--- config.mk ---
export PLATFORM = sky130hd
export DESIGN_NAME = pixel_addr_decoder
export DESIGN_NICKNAME = d
export VERILOG_FILES = /design/src/rtl/pixel_addr_decoder.sv
export SDC_FILE = /design/constraint.sdc
export NUM_CORES = 1
export LEC_CHECK = 0
export ABC_AREA = 1
export ABC_CLOCK_PERIOD_IN_PS = 5700
export CAP_MARGIN = 20
export CORE_UTILIZATION = 60
export DETAILED_ROUTE_END_ITERATION = 6
export PLACE_DENSITY = 0.88
export SYNTH_ARGS = -nofsm -noshare
export SYNTH_HDL_FRONTEND = slang
export SYNTH_SLANG_ARGS = --single-unit
export TNS_END_PERCENT = 20
--- constraint.sdc ---
create_clock -name clock -period 5.7 [get_ports clock]
set_clock_uncertainty 0.1 [all_clocks]
set_input_delay 0.57 -clock clock [delete_from_list [all_inputs] [get_ports clock]]
set_output_delay 0.57 -clock clock [all_outputs]
set_load 0.01 [all_outputs]
--- src/rtl/pixel_addr_decoder.sv ---
// pixel_addr_decoder: turns a linear frame-buffer address (x + VIDEO_WIDTH*y)
// back into (x_loc, y_loc) with a 9-step sequential restoring divider.
// Valid/ready handshakes on both sides; one address in flight at a time.
module pixel_addr_decoder #(
  parameter int VIDEO_WIDTH         = 640,
  parameter int VIDEO_HEIGHT        = 480,
  parameter int PIXEL_ADDRESS_WIDTH = 20
) (
  input  logic                           clock,
  input  logic                           reset_n,
  input  logic                           in_valid,
  output logic                           in_ready,
  input  logic [PIXEL_ADDRESS_WIDTH-1:0] address,
  output logic                           out_valid,
  input  logic                           out_ready,
  output logic [9:0]                     x_loc,
  output logic [8:0]                     y_loc,
  output logic                           out_of_range
);

  // One extra bit of headroom so the divisor shifted left by 8 never truncates.
  localparam int RW = PIXEL_ADDRESS_WIDTH + 1;
  localparam logic [RW-1:0] LP_DIVISOR = RW'(VIDEO_WIDTH);
  localparam logic [RW-1:0] LP_FRAME   = RW'(VIDEO_WIDTH * VIDEO_HEIGHT);
  localparam logic [3:0]    LP_K_TOP   = 4'd8;

  typedef enum logic [1:0] {
    IDLE   = 2'd0,
    DIVIDE = 2'd1,
    DONE   = 2'd2
  } state_t;

  state_t          r_state;
  logic [RW-1:0]   r_rem;
  logic [8:0]      r_quot;
  logic [3:0]      r_k;
  logic [9:0]      r_x;
  logic [8:0]      r_y;
  logic            r_oor;
  logic            r_out_valid;

  logic [RW-1:0]   w_div_shift;
  logic            w_ge;
  logic [RW-1:0]   w_rem_next;
  logic [8:0]      w_quot_next;
  logic            w_addr_oor;

  // One restoring step: try to subtract divisor<<k and record quotient bit k.
  always_comb begin
    w_div_shift = LP_DIVISOR << r_k;
    w_ge        = (r_rem >= w_div_shift);
    w_rem_next  = w_ge ? (r_rem - w_div_shift) : r_rem;
    w_quot_next = r_quot | (9'(w_ge) << r_k);
    w_addr_oor  = ({1'b0, address} >= LP_FRAME);
  end

  // Control FSM plus datapath registers; all outputs are registered.
  always_ff @(posedge clock or negedge reset_n) begin
    if (!reset_n) begin
      r_state     <= IDLE;
      r_rem       <= '0;
      r_quot      <= '0;
      r_k         <= '0;
      r_x         <= '0;
      r_y         <= '0;
      r_oor       <= 1'b0;
      r_out_valid <= 1'b0;
    end else begin
      case (r_state)
        IDLE: begin
          if (in_valid) begin
            if (w_addr_oor) begin
              // Nothing to divide: report immediately with zeroed coordinates.
              r_oor       <= 1'b1;
              r_x         <= '0;
              r_y         <= '0;
              r_out_valid <= 1'b1;
              r_state     <= DONE;
            end else begin
              r_rem   <= {1'b0, address};
              r_quot  <= '0;
              r_k     <= LP_K_TOP;
              r_oor   <= 1'b0;
              r_state <= DIVIDE;
            end
          end
        end
        DIVIDE: begin
          r_rem  <= w_rem_next;
          r_quot <= w_quot_next;
          if (r_k == 4'd0) begin
            r_y         <= w_quot_next;
            r_x         <= w_rem_next[9:0];
            r_out_valid <= 1'b1;
            r_state     <= DONE;
          end else begin
            r_k <= r_k - 4'd1;
          end
        end
        DONE: begin
          if (out_ready) begin
            r_out_valid <= 1'b0;
            r_state     <= IDLE;
          end
        end
        default: begin
          r_state     <= IDLE;
          r_out_valid <= 1'b0;
        end
      endcase
    end
  end

  // Accept only when idle; reset forces IDLE so this reads 1 during reset.
  assign in_ready     = (r_state == IDLE);
  assign out_valid    = r_out_valid;
  assign x_loc        = r_x;
  assign y_loc        = r_y;
  assign out_of_range = r_oor;

endmodule

### Word-level counts from Yosys, hierarchy flattened

Index checks and enable logic that the tools add are counted.

| word-level totals | value |
|---|---|
| register bits | 57 |
| bits of input ports | 24 |

| operators by class | value |
|---|---|
| add/sub/neg operators | 2 |
| muxes and demuxes | 30 |
| reduce and logical (&&, ||, !) cells | 10 |
| shift operators | 2 |
| bitwise gates (word level) | 1 |
| $lt $le $gt $ge | 2 |
| equal/unequal tests | 9 |

Operators with widths:

| operator | count |
|---|---|
| 21-bit 2-to-1 mux | 3 |
| 9-bit 2-to-1 mux | 5 |
| 21-bit one-hot mux with 2 select lines | 1 |
| 9-bit one-hot mux with 2 select lines | 2 |
| 10-bit 2-to-1 mux | 3 |
| 21-bit >= comparator | 1 |
| 10-bit by 4-bit << shifter with 21-bit output (first input constant) | 1 |
| 21-bit subtractor | 1 |
| 20-bit by 19-bit >= comparator with 1-bit output (second input constant) | 1 |
| 10-bit one-hot mux with 2 select lines | 1 |
| 4-bit AND reduction | 4 |
| 4-bit 2-to-1 mux | 3 |
| 2-bit != test (second input constant) | 6 |
| 9-bit OR | 1 |
| 1-bit by 4-bit << shifter with 9-bit output | 1 |
| 2-bit 2-to-1 mux | 4 |
| 4-bit one-hot mux with 2 select lines | 1 |
| 2-bit one-hot mux with 3 select lines | 1 |
| 3-bit AND reduction | 2 |
| 1-bit 2-to-1 mux | 5 |
| 4-bit zero test | 1 |
| 4-bit by 1-bit subtractor with 4-bit output (second input constant) | 1 |
| 1-bit one-hot mux with 3 select lines | 1 |
| 2-bit by 1-bit == test with 1-bit output (second input constant) | 1 |
| other kinds (5) | 5 |

### Depth between registers and ports, before layout

| depth | value |
|---|---|
| depth in word-level cells | 6 |
| depth in mapped cells | 19 |

### Worst setup path before layout

OpenSTA, ideal clock, no wires.

| path | value |
|---|---|
| path type | register to register |
| from | reg r_k[0] |
| to | reg r_quot[2] |
| buffers on the path | 2 |
| period minus slack after synthesis | 2.586 ns |
| library setup time | 0.126 ns |
| stages on the path, launching flop included | 17 |
| setup slack | 3.114 ns |
| arrival time | 2.360 ns |
| cell sequence | dfrtp_1 -> buf_2 -> clkinv_1 -> ha_1 -> a22oi_1 -> ha_1 -> nand2_2 -> inv_2 -> nand2_1 -> nand2_1 -> a21oi_2 -> nand3_2 -> buf_6 -> nand4_1 -> nand2_1 -> nand2_1 -> o21ai_0 |

| on the way | value |
|---|---|
| cells in the longest elaborated chain, start to end | 5 |

RTL lines:

| element | line | source |
|---|---|---|
| from (decl) | 36 | `logic [3:0] r_k;` |
| from (signal assigned) | 97 | `r_k <= r_k - 4'd1;` |
| 10-bit by 4-bit << shifter with 21-bit output | 50 | `w_div_shift = LP_DIVISOR << r_k;` |
| 21-bit >= comparator | 51 | `w_ge = (r_rem >= w_div_shift);` |
| 1-bit by 4-bit << shifter with 9-bit output * | 53 | `w_quot_next = r_quot \| (9'(w_ge) << r_k);` |
| 9-bit OR * | 53 |  |
| 9-bit one-hot mux with 2 select lines * | 69 | `case (r_state)` |
| to (signal assigned) | 90 | `r_quot <= w_quot_next;` |
| to (decl) | 35 | `logic [8:0] r_quot;` |

Mark *: on every way between the ends. The rest lies on a longest branch, timed or not.
A chain may end at the register's enable or synchronous reset.

### Final worst setup path

| path | value |
|---|---|
| from | reg r_k[0] |
| to | reg r_x[7] (netlist: x_loc[7]) |

| on the way | value |
|---|---|
| cells in the longest elaborated chain, start to end | 5 |

RTL lines:

| element | line | source |
|---|---|---|
| 10-bit by 4-bit << shifter with 21-bit output | 50 |  |
| 21-bit subtractor / 21-bit >= comparator (equally long branches) | 52, 51 |  |
| 21-bit 2-to-1 mux | 52 | `w_rem_next = w_ge ? (r_rem - w_div_shift) : r_rem;` |
| 10-bit 2-to-1 mux | 91 | `if (r_k == 4'd0) begin` |
| 10-bit one-hot mux with 2 select lines | 69 |  |
| to (signal assigned) | 93 | `r_x <= w_rem_next[9:0];` |
| to (decl) | 37 | `logic [9:0] r_x;` |

Parallel ways exist; a longest one is shown, timed or not. The select of a mux whose other input is x is not followed.

==> results_dict.tcl <==
set metrics [dict create \
    dieHeight_um 79.0 \
    path_clk_slew_ns 0.07 \
    io_pins 46 \
    drt_pass1_iterations 5 \
    row_count 27 \
    start_util_pct 63.4 \
    cp-end-kind "flip-flop" \
    drt_wl_total_um 8630 \
    p_seq_share_pct 24.6 \
    syn2layout_area_growth_pct 18.4 \
    route.detailed.drc 0 \
    final_cell_area_mm2 0.00421 \
    grt_max_degree 58 \
    maxCapViolations 0 \
    clockBufferDepth 2 \
    ys_warn_count 0 \
    grt_pass1_wl_um 14600 \
    status "complete, no violations" \
    fillers 466 \
    placed_cell_area_mm2 0.00403 \
    finalHoldViolations 0 \
    postCtsHoldBufs 0 \
    postCtsSetupBuffers 0 \
    start_kind "flip-flop" \
    vias 3349 \
    fin_hold_ws_ns 0.250 \
    crit_path_max_fanout 13 \
    grt_pass1_vias 3141 \
    dp_hpwl_um 6310 \
    fin_nets 584 \
    combPwrFrac_pct 61.6 \
    syn-cell-area_mm2 0.00356 \
    synth.largest_area_cell "dfrtp_1" \
    die_x_um 79.0 \
    synth_common_cells "nand2_1, inv_1, dfrtp_1" \
    fin_tns_setup_ns 0 \
    antennaDiodeCount 0 \
    worstPathRequired_ns 5.83 \
    gp_congestion 0.964 \
    irDropWorstVdd_mv 0.388 \
    drive_above_1_share_pct 8.26 \
    clkSinkCount 57 \
    synth_seq_cells 57 \
    slew-limit-headroom_pct 33.1 \
    avgSynthCellArea_um2 7.20 \
    slew_viol_final 0 \
    synth_flop_cell "dfrtp_1" \
    core-area_mm2 0.00561 \
    synth_cell_types 36 \
    synth_nets 537 \
    dieArea_mm2 0.00624 \
    powerDensity_mw_per_mm2 621 \
    tritoncts "done" \
    grtUsageMet1_pct 40.6 \
    fin_crit_sh_pct 57.1 \
    worst_hold_path_type "in2async" \
    detailedRoute.firstIterationViolations 343 \
    wl_per_cell_um 14.0 \
    netlist_instances 494 \
    ant_nets 0 \
    viasPerCell 5.43 \
    port_buffers 45 \
    intPower_mw 1.30 \
    grtUsageMet2_pct 49.6 \
    fin_util_pct 75.1 \
    ys_seq_area_share_pct 40.1 \
    numCtsBuffers 9 \
    grt_overflow 0 \
    ctsRootBufferMaster "clkbuf_8" \
    postSynth.asyncResetShare_pct 100 \
    post_cts_resized 0 \
    synth_top_area_share_pct 40.1 \
    setup_violations 0 \
    grt_use_met3_pct 6.32 \
    synth_edf_count 0 \
    clockPowerShare_pct 13.8 \
    globalRouteTotalUtil_pct 30.7 \
    period_minus_slack_ns 3.26 \
    antenna_found_initial 0 \
    rsz0062_at_grt "no" \
    worst-setup-path-type "reg2reg" \
    leakage_nw 2.22 \
    timing.fmax_mhz 307 \
    h-tree-depth 3 \
    clk_latency_ns 0.34 \
    worst_pin_slew_ns 1.00 \
    switching_share_pct 50.2 \
    yosysMostFrequentCell "nand2_1" \
    grt_most_used_layer "met2" \
    yosys-top-cells-area "dfrtp_1, nand2_1, ha_1" \
    switching_power_mw 1.31 \
    cp.arrival_ns 3.38 \
]
-- critical path, cell delays in order, from the launching register on --
cell and delay [ns]:
dfrtp_1 0.52, clkinv_1 0.33, ha_1 0.34, nand2_1 0.07, nand2_1 0.07, nand2_1 0.09, ha_1 0.28, nand2_2 0.13
inv_1 0.06, a21oi_2 0.14, nand2_1 0.07, nand2_1 0.09, nand3_2 0.26, nand2_2 0.27, inv_2 0.08, nand2_1 0.08
nand2_1 0.05, nand2_1 0.06, nand2_1 0.05
-- placed cells by master, fill, tap and decap left out, types with 2 or more instances in the layout --
master           Yosys  final
nand2_1            194    194
inv_1               58     58
dfrtp_1             57     57
clkdlybuf4s50_1      0     44
o21ai_0             28     28
nor2_1              26     26
ha_1                19     19
nand3_1             17     17
o21ai_1             16     16
a21oi_1              9      9
nand4_1              9      9
clkbuf_8             0      9
nand2_2              7      7
inv_2                7      7
a22oi_1              5      5
xnor2_1              5      5
nor2_2               4      4
a21oi_2              3      3
clkinv_2             0      3
nor2_4               2      2
nand3_2              2      2
xor2_1               2      2
a21o_1               2      2
clkinvlp_4           0      2
-- cell type report --
| class | instances | area [µm²] | share of cell area (%) |
|---|---|---|---|
| clock inverters | 6 | 60.1 | 1.43 |
| inverters | 66 | 248 | 5.88 |
| multi-input cells | 361 | 1810 | 43.0 |
| well taps | 72 | 90.1 | 2.14 |
| repair buffers | 46 | 453 | 10.8 |
| clock buffers | 9 | 124 | 2.94 |
| flip-flops and latches | 57 | 1430 | 33.9 |
-- per-stage QoR --
stage | std cells | worst slack (ns) | power [mW]
6_report | 617 | 2.44 | 2.61
5_1_grt | 617 | 2.09 | 2.84
4_1_cts | 617 | 2.48 | 2.59
3_5_place_dp | 602 | 2.51 | 2.21
3_3_place_gp | 602 | 2.70 | 2.16
2_1_floorplan | 494 | 3.11 | 1.85
-- routing by layer --
layer	vias up	part of all wire (%)	wire length (µm)
li1	1648	-	-
met1	1558	44	3770
met2	128	48	4150
met3	15	6.7	577
met4	0	1.6	136
met5	-	0	0
-- registers in the layout, indices dropped and copies added, names as in the netlist --
signal	count
out_of_range	1
out_valid	1
r_k	4
x_loc	10
r_state	2
r_quot	9
y_loc	9
r_rem	21
-- power by group through the flow --
stage	combinational, mW	clock, mW	sequential [mW]
final	1.61	0.362	0.642
after CTS	1.59	0.365	0.640
after detailed placement	1.56	0	0.646
after global placement	1.52	0	0.640
after floorplan	1.22	0	0.634
after global routing	1.80	0.384	0.657
-- worst paths after layout --
path,end,from,cells past startpoint,slack [ns]
worst max register to register,x_loc[7],r_k[0],18,2.44
worst max-delay path,x_loc[7],r_k[0],18,2.44
max in group asynchronous,r_rem[12],reset_n,2,4.77
worst min register to register,y_loc[1],y_loc[1],2,0.38
min in group clock,y_loc[1],y_loc[1],2,0.38
worst min-delay path,r_rem[17],reset_n,2,0.25
-- cells by family after synthesis --
| logic type | synth area share [%] |
|---|---|
| and+or+nand+nor | 31.5 |
| buffers and inverters | 9.01 |
| adders and majority gates | 6.69 |
| xor gates and xnor gates | 1.72 |
| DFF | 40.1 |
| AOI/OAI and AO/OA | 11.0 |
Note: power is estimated with default switching activity, not from simulation.
